===== src/rtl/rsa_msg_sequencer_if.sv =====
// Stream, key and engine signals of the RSA message sequencer.
// slave is the sequencer's view; master is the view of its environment.
interface rsa_msg_sequencer_if #(
  parameter int unsigned ARQ = 16
);
  localparam int unsigned DW = 2 * ARQ;

  logic          key_valid;
  logic          key_ready;
  logic [DW-1:0] key_exp;
  logic [DW-1:0] key_mod;
  logic          key_ok;

  logic          in_valid;
  logic          in_ready;
  logic [DW-1:0] in_data;

  logic          out_valid;
  logic          out_ready;
  logic [DW-1:0] out_data;
  logic          out_err;

  logic          exp_load;
  logic [DW-1:0] exp_base;
  logic [DW-1:0] exp_exponent;
  logic [DW-1:0] exp_modulo;
  logic          exp_finish;
  logic [DW-1:0] exp_result;

  logic          busy;
  logic [15:0]   msg_count;
  logic [15:0]   err_count;

  modport slave (
    input  key_valid, key_exp, key_mod, in_valid, in_data, out_ready,
           exp_finish, exp_result,
    output key_ready, key_ok, in_ready, out_valid, out_data, out_err,
           exp_load, exp_base, exp_exponent, exp_modulo, busy,
           msg_count, err_count
  );

  modport master (
    output key_valid, key_exp, key_mod, in_valid, in_data, out_ready,
           exp_finish, exp_result,
    input  key_ready, key_ok, in_ready, out_valid, out_data, out_err,
           exp_load, exp_base, exp_exponent, exp_modulo, busy,
           msg_count, err_count
  );
endinterface


===== src/rtl/rsa_msg_sequencer.sv =====
// Upstream controller for the modular-exponentiation engine: holds the key,
// range-checks each message, runs one engine job and returns the result.
module rsa_msg_sequencer #(
  parameter int unsigned ARQ     = 16,
  parameter int unsigned TIMEOUT = 72
) (
  input logic                clk,
  input logic                reset,
  rsa_msg_sequencer_if.slave bus
);
  localparam int unsigned DW = 2 * ARQ;
  localparam int unsigned TW = $clog2(TIMEOUT + 1);

  typedef enum logic [1:0] {IDLE, LOAD, WAIT, OUT} state_e;

  state_e        state_q, state_d;
  logic [DW-1:0] key_exp_q, key_exp_d;
  logic [DW-1:0] key_mod_q, key_mod_d;
  logic          key_ok_q, key_ok_d;
  logic [DW-1:0] base_q, base_d;
  logic [DW-1:0] expo_q, expo_d;
  logic [DW-1:0] modu_q, modu_d;
  logic          load_q, load_d;
  logic [TW-1:0] tmo_q, tmo_d;
  logic          out_valid_q, out_valid_d;
  logic [DW-1:0] out_data_q, out_data_d;
  logic          out_err_q, out_err_d;
  logic [15:0]   msg_cnt_q, msg_cnt_d;
  logic [15:0]   err_cnt_q, err_cnt_d;

  logic          in_ready_c;

  // A key write in the same cycle blocks message acceptance.
  assign in_ready_c = (state_q == IDLE) && key_ok_q && !bus.key_valid;

  always_ff @(posedge clk) begin
    if (reset) begin
      state_q     <= IDLE;
      key_exp_q   <= '0;
      key_mod_q   <= '0;
      key_ok_q    <= 1'b0;
      base_q      <= '0;
      expo_q      <= '0;
      modu_q      <= '0;
      load_q      <= 1'b0;
      tmo_q       <= '0;
      out_valid_q <= 1'b0;
      out_data_q  <= '0;
      out_err_q   <= 1'b0;
      msg_cnt_q   <= '0;
      err_cnt_q   <= '0;
    end else begin
      state_q     <= state_d;
      key_exp_q   <= key_exp_d;
      key_mod_q   <= key_mod_d;
      key_ok_q    <= key_ok_d;
      base_q      <= base_d;
      expo_q      <= expo_d;
      modu_q      <= modu_d;
      load_q      <= load_d;
      tmo_q       <= tmo_d;
      out_valid_q <= out_valid_d;
      out_data_q  <= out_data_d;
      out_err_q   <= out_err_d;
      msg_cnt_q   <= msg_cnt_d;
      err_cnt_q   <= err_cnt_d;
    end
  end

  always_comb begin
    state_d     = state_q;
    key_exp_d   = key_exp_q;
    key_mod_d   = key_mod_q;
    key_ok_d    = key_ok_q;
    base_d      = base_q;
    expo_d      = expo_q;
    modu_d      = modu_q;
    load_d      = 1'b0;
    tmo_d       = tmo_q;
    out_valid_d = out_valid_q;
    out_data_d  = out_data_q;
    out_err_d   = out_err_q;
    msg_cnt_d   = msg_cnt_q;
    err_cnt_d   = err_cnt_q;

    unique case (state_q)
      IDLE: begin
        if (bus.key_valid) begin
          key_exp_d = bus.key_exp;
          key_mod_d = bus.key_mod;
          key_ok_d  = (bus.key_mod > DW'(1));
        end else if (bus.in_valid && in_ready_c) begin
          if (bus.in_data >= key_mod_q) begin
            out_data_d  = '0;
            out_err_d   = 1'b1;
            out_valid_d = 1'b1;
            state_d     = OUT;
          end else begin
            base_d  = bus.in_data;
            expo_d  = key_exp_q;
            modu_d  = key_mod_q;
            load_d  = 1'b1;
            state_d = LOAD;
          end
        end
      end
      LOAD: begin
        tmo_d   = '0;
        state_d = WAIT;
      end
      WAIT: begin
        tmo_d = tmo_q + TW'(1);
        // First WAIT cycle (tmo_q==0) blanks a finish left over from the last job.
        if (bus.exp_finish && (tmo_q != '0)) begin
          out_data_d  = bus.exp_result;
          out_err_d   = 1'b0;
          out_valid_d = 1'b1;
          state_d     = OUT;
        end else if (tmo_q == TW'(TIMEOUT - 1)) begin
          out_data_d  = '0;
          out_err_d   = 1'b1;
          out_valid_d = 1'b1;
          state_d     = OUT;
        end
      end
      OUT: begin
        if (bus.out_ready) begin
          out_valid_d = 1'b0;
          msg_cnt_d   = msg_cnt_q + 16'd1;
          if (out_err_q) begin
            err_cnt_d = err_cnt_q + 16'd1;
          end
          state_d = IDLE;
        end
      end
      default: state_d = IDLE;
    endcase
  end

  assign bus.key_ready    = (state_q == IDLE);
  assign bus.key_ok       = key_ok_q;
  assign bus.in_ready     = in_ready_c;
  assign bus.out_valid    = out_valid_q;
  assign bus.out_data     = out_data_q;
  assign bus.out_err      = out_err_q;
  assign bus.exp_load     = load_q;
  assign bus.exp_base     = base_q;
  assign bus.exp_exponent = expo_q;
  assign bus.exp_modulo   = modu_q;
  assign bus.busy         = (state_q != IDLE);
  assign bus.msg_count    = msg_cnt_q;
  assign bus.err_count    = err_cnt_q;
endmodule

===== src/flat_wrapper.sv =====
// flat-port wrapper written by rule: the top's interface ports become plain ports
module rsa_msg_sequencer_flat 
#(
  parameter int unsigned ARQ     = 16,
  parameter int unsigned TIMEOUT = 72
)
  (clk, reset, bus_key_valid, bus_key_exp, bus_key_mod, bus_in_valid, bus_in_data, bus_out_ready, bus_exp_finish, bus_exp_result, bus_key_ready, bus_key_ok, bus_in_ready, bus_out_valid, bus_out_data, bus_out_err, bus_exp_load, bus_exp_base, bus_exp_exponent, bus_exp_modulo, bus_busy, bus_msg_count, bus_err_count);
  rsa_msg_sequencer_if #(.ARQ(ARQ)) bus_i ();
  input logic clk;
  input logic reset;
  input wire logic [$bits(bus_i.key_valid)-1:0] bus_key_valid;
  input wire logic [$bits(bus_i.key_exp)-1:0] bus_key_exp;
  input wire logic [$bits(bus_i.key_mod)-1:0] bus_key_mod;
  input wire logic [$bits(bus_i.in_valid)-1:0] bus_in_valid;
  input wire logic [$bits(bus_i.in_data)-1:0] bus_in_data;
  input wire logic [$bits(bus_i.out_ready)-1:0] bus_out_ready;
  input wire logic [$bits(bus_i.exp_finish)-1:0] bus_exp_finish;
  input wire logic [$bits(bus_i.exp_result)-1:0] bus_exp_result;
  output wire logic [$bits(bus_i.key_ready)-1:0] bus_key_ready;
  output wire logic [$bits(bus_i.key_ok)-1:0] bus_key_ok;
  output wire logic [$bits(bus_i.in_ready)-1:0] bus_in_ready;
  output wire logic [$bits(bus_i.out_valid)-1:0] bus_out_valid;
  output wire logic [$bits(bus_i.out_data)-1:0] bus_out_data;
  output wire logic [$bits(bus_i.out_err)-1:0] bus_out_err;
  output wire logic [$bits(bus_i.exp_load)-1:0] bus_exp_load;
  output wire logic [$bits(bus_i.exp_base)-1:0] bus_exp_base;
  output wire logic [$bits(bus_i.exp_exponent)-1:0] bus_exp_exponent;
  output wire logic [$bits(bus_i.exp_modulo)-1:0] bus_exp_modulo;
  output wire logic [$bits(bus_i.busy)-1:0] bus_busy;
  output wire logic [$bits(bus_i.msg_count)-1:0] bus_msg_count;
  output wire logic [$bits(bus_i.err_count)-1:0] bus_err_count;
  assign bus_i.key_valid = bus_key_valid;
  assign bus_i.key_exp = bus_key_exp;
  assign bus_i.key_mod = bus_key_mod;
  assign bus_i.in_valid = bus_in_valid;
  assign bus_i.in_data = bus_in_data;
  assign bus_i.out_ready = bus_out_ready;
  assign bus_i.exp_finish = bus_exp_finish;
  assign bus_i.exp_result = bus_exp_result;
  assign bus_key_ready = bus_i.key_ready;
  assign bus_key_ok = bus_i.key_ok;
  assign bus_in_ready = bus_i.in_ready;
  assign bus_out_valid = bus_i.out_valid;
  assign bus_out_data = bus_i.out_data;
  assign bus_out_err = bus_i.out_err;
  assign bus_exp_load = bus_i.exp_load;
  assign bus_exp_base = bus_i.exp_base;
  assign bus_exp_exponent = bus_i.exp_exponent;
  assign bus_exp_modulo = bus_i.exp_modulo;
  assign bus_busy = bus_i.busy;
  assign bus_msg_count = bus_i.msg_count;
  assign bus_err_count = bus_i.err_count;
  rsa_msg_sequencer #(.ARQ(ARQ), .TIMEOUT(TIMEOUT)) u_core (.clk(clk), .reset(reset), .bus(bus_i));
endmodule

===== config.mk =====
export PLATFORM = sky130hd
export DESIGN_NAME = rsa_msg_sequencer_flat
export DESIGN_NICKNAME = d
export VERILOG_FILES = /design/src/rtl/rsa_msg_sequencer_if.sv /design/src/rtl/rsa_msg_sequencer.sv /design/src/flat_wrapper.sv
export SDC_FILE = /design/constraint.sdc
export NUM_CORES = 1
export LEC_CHECK = 0
export CAP_MARGIN = 20
export CORE_MARGIN = 5
export CORE_UTILIZATION = 45
export DETAILED_ROUTE_END_ITERATION = 12
export GPL_TIMING_DRIVEN = 0
export MAX_ROUTING_LAYER = met4
export PLACE_DENSITY = 0.81
export SYNTH_ARGS = -nofsm -noshare
export SYNTH_HDL_FRONTEND = slang
export SYNTH_SLANG_ARGS = --single-unit

===== constraint.sdc =====
create_clock -name clk -period 6.37 [get_ports clk]
set_input_delay 1.274 -clock clk [delete_from_list [all_inputs] [get_ports clk]]
set_output_delay 1.274 -clock clk [all_outputs]
set_load 0.1 [all_outputs]

==> flow_metrics.py, run 1 <==
metrics = {
    "worst_setup_path": {
        "worstSetupPathType": "input port to primary output",
        "required_ns": 5.10,
        "startpoint_type": "input port",
        "r2r_start": "u_core.key_mod_q[13]",
        "worst_r2r_endpoint": "u_core.bus.exp_base[20]",
        "end_kind": "primary output",
        "arrival_ns": 3.18,
        "critPathMaxFanout": 3,
        "rrSetupSlack_ns": 3.37,
        "ff2ff_path_depth": 11,
    },
    "cts": {
        "root_buffer": "clkbuf_16",
        "post_cts_buffers": 0,
        "clock_latency_ns": 0.53,
        "cts_buffers": 25,
        "cts_tree": "built",
        "postCtsHoldBufs": 0,
        "ctsResizeCount": 0,
        "cts.clk_slew.worst_paths_ns": 0.06,
        "htreeDepth": 1,
        "numClockSinks": 237,
        "clock_path_buffers": 3,
    },
    "placed_design": {
        "gp_congestion": 0.917,
        "io_buffers": 299,
        "hpwl_um": 23800,
    },
    "die": {
        "die_y_um": 159,
        "core-area_um2": 21800,
        "dieArea_um2": 25200,
        "die_w_um": 159,
        "core.rowCount": 54,
        "initial_core_util": 0.457,
        "io_pins": 301,
    },
    "yosys": {
        "syn-num-nets": 1378,
        "synthMuxAreaShare": 0.0351,
        "yosys.area.top_type": "dfxtp_1",
        "synthArstFlopShare": 0,
        "ys_ff_latch": 237,
        "ys.flop_type": "dfxtp_1",
        "synth_fa_ha_area_frac": 0.0489,
        "syn-instance-count": 1205,
        "avgSynthCellArea_um2": 8.28,
        "synth_simple_gate_area_frac": 0.197,
        "synth_top_cells_by_count": "dfxtp_1 (237), nand2_1 (180), a21oi_1 (177)",
        "synth_area_leaders": "dfxtp_1 (48%), a21oi_1 (8.9%), nand2_1 (6.8%), nand3_1 (5.5%), o21ai_0 (4.9%)",
        "synth-xor-area-share": 0.0290,
        "synth_cell_type_count": 44,
        "synthDominantCellAreaShare": 0.476,
        "yosysWarnings": 0,
        "yosysSeqAreaShare": 0.476,
        "synth_compound_area_frac": 0.159,
        "synth.most_common_cell": "dfxtp_1",
        "synth_top_family_by_area": "simple AND/OR/NAND/NOR gates",
        "synth-edff-count": 0,
        "synth_area_um2": 9980,
    },
    "timing": {
        "slew_headroom": 0.288,
        "max_freq_mhz": 225,
        "hold_slack_ns": 0.453,
        "setup-violations-final": 0,
        "tightest_slew_ns": 1.07,
        "final.period_utilization": 0.699,
        "min_period_ns": 4.45,
        "rsz0062_at_grt": "no",
        "clock_skew_ns": 0.0169,
        "tns_ns": 0,
        "drv_slew": 0,
        "hold_viol": 0,
    },
    "route": {
        "via_count": 9758,
        "via_per_inst": 5.34,
        "wl_um": 31900,
        "drcViolationCount": 0,
        "drtAntennaViolNets": 0,
        "firstDrtPassIters": 8,
        "routedWlPerCell_um": 17.4,
        "dr.first_iter.drc_count": 531,
    },
    "grt": {
        "grt.total_usage": 0.246,
        "grt_max_degree": 13,
        "grt_pass1_vias": 9764,
        "antenna_found_initial": 3,
        "grt_pass1_wl_um": 50600,
        "overflow": 0,
    },
    "finish": {
        "nets": 1704,
        "layout-drive-gt1-share": 0.0356,
        "syn2layout_area_growth_pct": 41.2,
    },
    "hold_path": {
        "hold_class": "flip-flop to flip-flop",
        "hp-start": "u_core.key_exp_q[14]",
        "min_to": "u_core.key_exp_q[14]",
        "holdPathStages": 2,
    },
    "power_and_ir_drop": {
        "power_density_nw_per_um2": 310,
        "leakage_nw": 5.07,
        "p_total_mw": 4.37,
        "ir_drop_mv": 0.196,
    },
    "flow_run": {
        "maxCapViolations": 0,
    },
    "status": {
        "status": "completed",
    },
}
==> cells by family (layout without fill, tap and decap cells) <==
family	Yosys count	in the layout
muxes	35	35
and+or+nand+nor	425	425
AOI/OAI and AO/OA	301	301
xor gates and xnor gates	33	33
DFF	237	237
adders and majority gates	39	39
buffers and inverters	135	476
other	0	3
==> placed cells by master, fill, tap and decap left out, types with 4 or more instances in the layout <==
cell | Yosys | layout
nor2b_1 | 4 | 4
buf_2 | 4 | 4
and3_1 | 6 | 6
clkbuf_1 | 65 | 74
clkbuf_16 | 0 | 25
nand2_1 | 180 | 180
a21o_1 | 4 | 4
nand4_1 | 11 | 11
ha_1 | 39 | 39
o21ai_1 | 8 | 8
nor4_1 | 7 | 7
clkbuf_8 | 0 | 4
or3_1 | 4 | 4
buf_6 | 4 | 4
inv_1 | 43 | 43
a21oi_1 | 177 | 177
xor2_1 | 22 | 22
clkbuf_2 | 7 | 7
mux2i_1 | 35 | 35
nand3_1 | 110 | 110
o21ai_0 | 98 | 98
buf_1 | 10 | 10
clkdlybuf4s50_1 | 0 | 299
dfxtp_1 | 237 | 237
and4_1 | 8 | 8
nand2b_1 | 33 | 33
nor2_1 | 50 | 50
nor3_1 | 4 | 4
xnor2_1 | 11 | 11
==> cell type report <==
| cell class | count | area (µm²) |
|---|---|---|
| fill | 1866 | 7730 |
| sequential | 237 | 4740 |
| multi-input combinational | 833 | 4670 |
| timing repair buffer | 299 | 2990 |
| clock buffer | 38 | 714 |
| buffer | 92 | 397 |
| tap | 280 | 350 |
| inverter | 43 | 161 |
| clock inverter | 4 | 48.8 |
| antenna | 3 | 7.51 |
==> registers in the layout (all words and copies together) (netlist names) <==
signal and flops:
u_core.key_mod_q 32, u_core.bus.exp_exponent 32, u_core.bus.out_err 1, u_core.key_exp_q 32
u_core.bus.exp_load 1, u_core.bus.exp_base 32, u_core.bus.msg_count 16, u_core.bus.key_ok 1
u_core.tmo_q 7, u_core.state_q 2, u_core.bus.exp_modulo 32, u_core.bus.out_valid 1
u_core.bus.out_data 32, u_core.bus.err_count 16
==> routing by layer <==
layer  vias to the layer above  global-route usage  share of wire
li1                       4774                   -              -
met1                      4522               0.300           0.42
met2                       389               0.403           0.47
met3                        73              0.0482          0.072
met4                         0              0.0958          0.039
met5                         -                   -              0
==> power by group <==
group          internal, mW  switching, mW
clock network         0.807          0.583
registers              1.58         0.0724
logic                 0.433          0.891
total                  2.82           1.55
==> metrics by stage <==
stage | cells | util | setup WS (ns) | instance area [µm²]
2_1_floorplan | 1205 | - | 2.75 | 9980
3_3_place_gp | 1784 | 0.610 | 1.95 | 13300
3_5_place_dp | 1784 | 0.610 | 1.94 | 13300
4_1_cts | 1826 | 0.645 | 1.94 | 14100
5_1_grt | 1829 | 0.646 | 1.89 | 14100
6_report | 1829 | 0.646 | 1.92 | 14100
==> how the worst max path moves through the flow <==
stage | startpoint | end | slack [ns] | depth (start not counted)
finish | bus_key_valid | bus_in_ready | 1.92 | 3
global route | bus_key_valid | bus_in_ready | 1.89 | 3
CTS | bus_key_valid | bus_in_ready | 1.94 | 3
detailed placement | bus_key_valid | bus_in_ready | 1.94 | 3
global placement | bus_key_valid | bus_in_ready | 1.95 | 3
floorplan | u_core.state_q[0] | u_core.bus.out_valid | 2.75 | 10
==> critical path, stage by stage <==
cell and delay (ns):
clkdlybuf4s50_1 0.43, and3b_1 0.27, clkdlybuf4s50_1 1.20
(Power assumes the default switching activity.)
==> run 2: changes to the inputs <==
Clock period 6.37 ns to 4.55 ns, I/O delays scaled along.
==> results of run 2 <==
The final DEF is identical to that of run 1. Status: completed.
Among the figures that moved: setup slack after placement 1.94 ns -> 0.486 ns; setup slack after layout 1.92 ns -> 0.826 ns; register-to-register setup slack 3.37 ns -> 1.55 ns; total power 4.37 mW -> 6.12 mW; worst IR drop on VDD 0.196 mV -> 0.274 mV
==> run 3: changes to the inputs <==
Settings changed: CORE_UTILIZATION 45 to 43.
Clock period 4.55 ns to 3 ns, I/O delays scaled along.
==> run 3 against run 2 <==
  * Combinational power rose by 62%
  * Setup slack worse by 0.71 ns
  * Hold slack improved by 0.0033 ns
  * Core utilization is 1.7 points lower
==> flow_metrics.py, run 3 (same netlist as run 1, synthesis figures left out) <==
metrics = {
    "status": {
        "status": "completed",
    },
    "finish": {
        "layout_commonest_cell": "clkdlybuf4s50_1",
        "syn2layout_area_growth_pct": 43.6,
        "layout-drive-gt1-share": 0.0514,
        "fillers": 1939,
        "nets": 1709,
        "stdcell_count": 1870,
        "final_cell_mix": "clkdlybuf4s50_1 (297), dfxtp_1 (237), nand2_1 (180)",
    },
    "worst_setup_path": {
        "rrSetupSlack_ns": 0.19,
        "worst_r2r_endpoint": "u_core.bus.exp_base[23]",
        "cp_num_buf_inv": 2,
        "cpPeakStageDelay_ns": 1.15,
        "startpoint_type": "flip-flop",
        "required_ns": 2.40,
        "arrival_ns": 2.28,
        "end_kind": "primary output",
        "path_cells": "inv_1 > ha_2 > clkdlybuf4s50_1",
        "r2r_start": "u_core.key_mod_q[7]",
        "critPathMaxFanout": 3,
        "crit_family": "buffers and inverters",
        "cp_slowest_cell": "clkdlybuf4s50_1",
        "ff2ff_path_depth": 12,
        "worstSetupPathType": "flip-flop to primary output",
    },
    "grt": {
        "overflow": 0,
        "grt_pass1_wl_um": 50100,
        "use_met1": 0.305,
        "met3_usage": 0.0467,
        "antenna_found_initial": 2,
        "grt-busiest-layer": "met2",
        "use_met2": 0.377,
        "grt.total_usage": 0.239,
        "grt_pass1_vias": 9416,
        "grt_max_degree": 14,
    },
    "placed_design": {
        "dp.cells": 1817,
        "dp_slack_ns": -0.881,
        "hpwl_um": 24100,
        "io_buffers": 299,
        "gp_congestion": 0.932,
    },
    "flow_run": {
        "maxCapViolations": 0,
    },
    "cts": {
        "cts_buffers": 25,
        "numClockSinks": 237,
        "clock_path_buffers": 3,
        "cts.clk_slew.worst_paths_ns": 0.06,
        "root_buffer": "clkbuf_16",
        "htreeDepth": 1,
        "cts_tree": "built",
        "clock_latency_ns": 0.53,
    },
    "die": {
        "core-area_um2": 22800,
        "core.rowCount": 55,
        "die_w_um": 162,
        "io_pins": 301,
        "die_y_um": 162,
        "dieArea_um2": 26300,
        "initial_core_util": 0.438,
    },
    "timing": {
        "tightest_slew_ns": 1.10,
        "clock_skew_ns": 0.0162,
        "max_freq_mhz": 347,
        "hold_viol": 0,
        "slew_headroom": 0.265,
        "setup-violations-final": 0,
        "final.period_utilization": 0.961,
        "rsz0062_at_grt": "no",
        "min_period_ns": 2.88,
        "drv_slew": 0,
        "fin_ws_ns": 0.118,
        "hold_slack_ns": 0.457,
    },
    "hold_path": {
        "holdPathStages": 2,
        "hp-start": "u_core.key_exp_q[2]",
        "hold_class": "flip-flop to flip-flop",
        "min_to": "u_core.key_exp_q[2]",
    },
    "route": {
        "drcViolationCount": 0,
        "routedWlPerCell_um": 17.3,
        "via_count": 9799,
        "via_per_inst": 5.24,
        "drtAntennaViolNets": 0,
        "dr.first_iter.drc_count": 606,
        "wl_um": 32400,
        "firstDrtPassIters": 5,
    },
    "power_and_ir_drop": {
        "power_density_nw_per_um2": 674,
        "ir_drop_mv": 0.538,
        "leakage_nw": 5.18,
    },
}
[run 3: cell count changes in the layout (fill, tap and decap cells not counted), sizes merged, moves of 2 or more]
| cell | delta |
|---|---|
| clkbuf | +4 |
| clkdlybuf4s50 | -2 |
| buf | +2 |
| clkdlybuf4s15 | +2 |
[run 3: tightest hold or removal path, delay by kind of cell, from the launching register on]
family           cells  cell delay (ns)
flip-flops           1             0.31
AND/OR/NAND/NOR      1             0.05
AO/OA/AOI/OAI        1             0.05
[run 3: layout make-up]
| class | instances | area [µm²] | area share |
|---|---|---|---|
| Inverter | 43 | 161 | 0.0113 |
| Tap cell | 313 | 392 | 0.0273 |
| Antenna cell | 2 | 5.00 | 0.000349 |
| Clock buffer | 39 | 758 | 0.0529 |
| Sequential cell | 237 | 4740 | 0.331 |
| Buffer | 92 | 433 | 0.0302 |
| Multi-Input combinational cell | 833 | 4690 | 0.327 |
| Timing Repair Buffer | 304 | 3060 | 0.214 |
| Clock inverter | 7 | 83.8 | 0.00585 |
[run 3: power by group]
group | internal (mW) | switching (mW) | total, mW
Combinational | 1.07 | 1.93 | 3.00
Clock | 1.84 | 1.30 | 3.14
Sequential | 3.36 | 0.154 | 3.52
Total | 6.27 | 3.38 | 9.65
[run 3: per-layer routing]
| metal | vias up | wire, µm |
|---|---|---|
| met5 | - | 0 |
| met4 | 0 | 1280 |
| met3 | 84 | 2490 |
| met2 | 408 | 14800 |
| met1 | 4529 | 13800 |
| li1 | 4778 | - |
[run 3: worst max path at each step]
stage                                 start                 endpoint  slack [ns]  depth (start not counted)
after floorplan           u_core.state_q[0]   u_core.bus.exp_base[0]        0.08                         10
after global placement       bus_in_data[0]  u_core.bus.exp_base[14]       -0.84                         12
after detailed placement     bus_in_data[0]  u_core.bus.exp_base[14]       -0.88                         12
after CTS                 u_core.state_q[0]  u_core.bus.exp_base[14]        0.05                         10
after global routing         bus_in_data[7]  u_core.bus.exp_base[23]        0.01                         12
final                     u_core.state_q[0]            bus_key_ready        0.12                          3
[run 3: what timing repair did]
| item | in CTS | in global routing |
|---|---|---|
| pin swaps | 1 | 3 |
| gates cloned | 0 | 1 |
| resized for setup | 7 | 25 |
| setup buffers | 2 | 2 |
| hold buffers | 0 | 0 |
| endpoints found under the setup margin | 95 | 71 |
[run 3: stage by stage]
| step | util | total power [mW] | TNS, ns | area, µm² |
|---|---|---|---|---|
| 2_1_floorplan | - | 5.53 | 0 | 9980 |
| 3_3_place_gp | 0.587 | 6.31 | -69.29 | 13400 |
| 3_5_place_dp | 0.587 | 6.36 | -75.01 | 13400 |
| 4_1_cts | 0.625 | 9.50 | 0 | 14200 |
| 5_1_grt | 0.629 | 10.1 | 0 | 14300 |
| 6_report | 0.629 | 9.65 | 0 | 14300 |
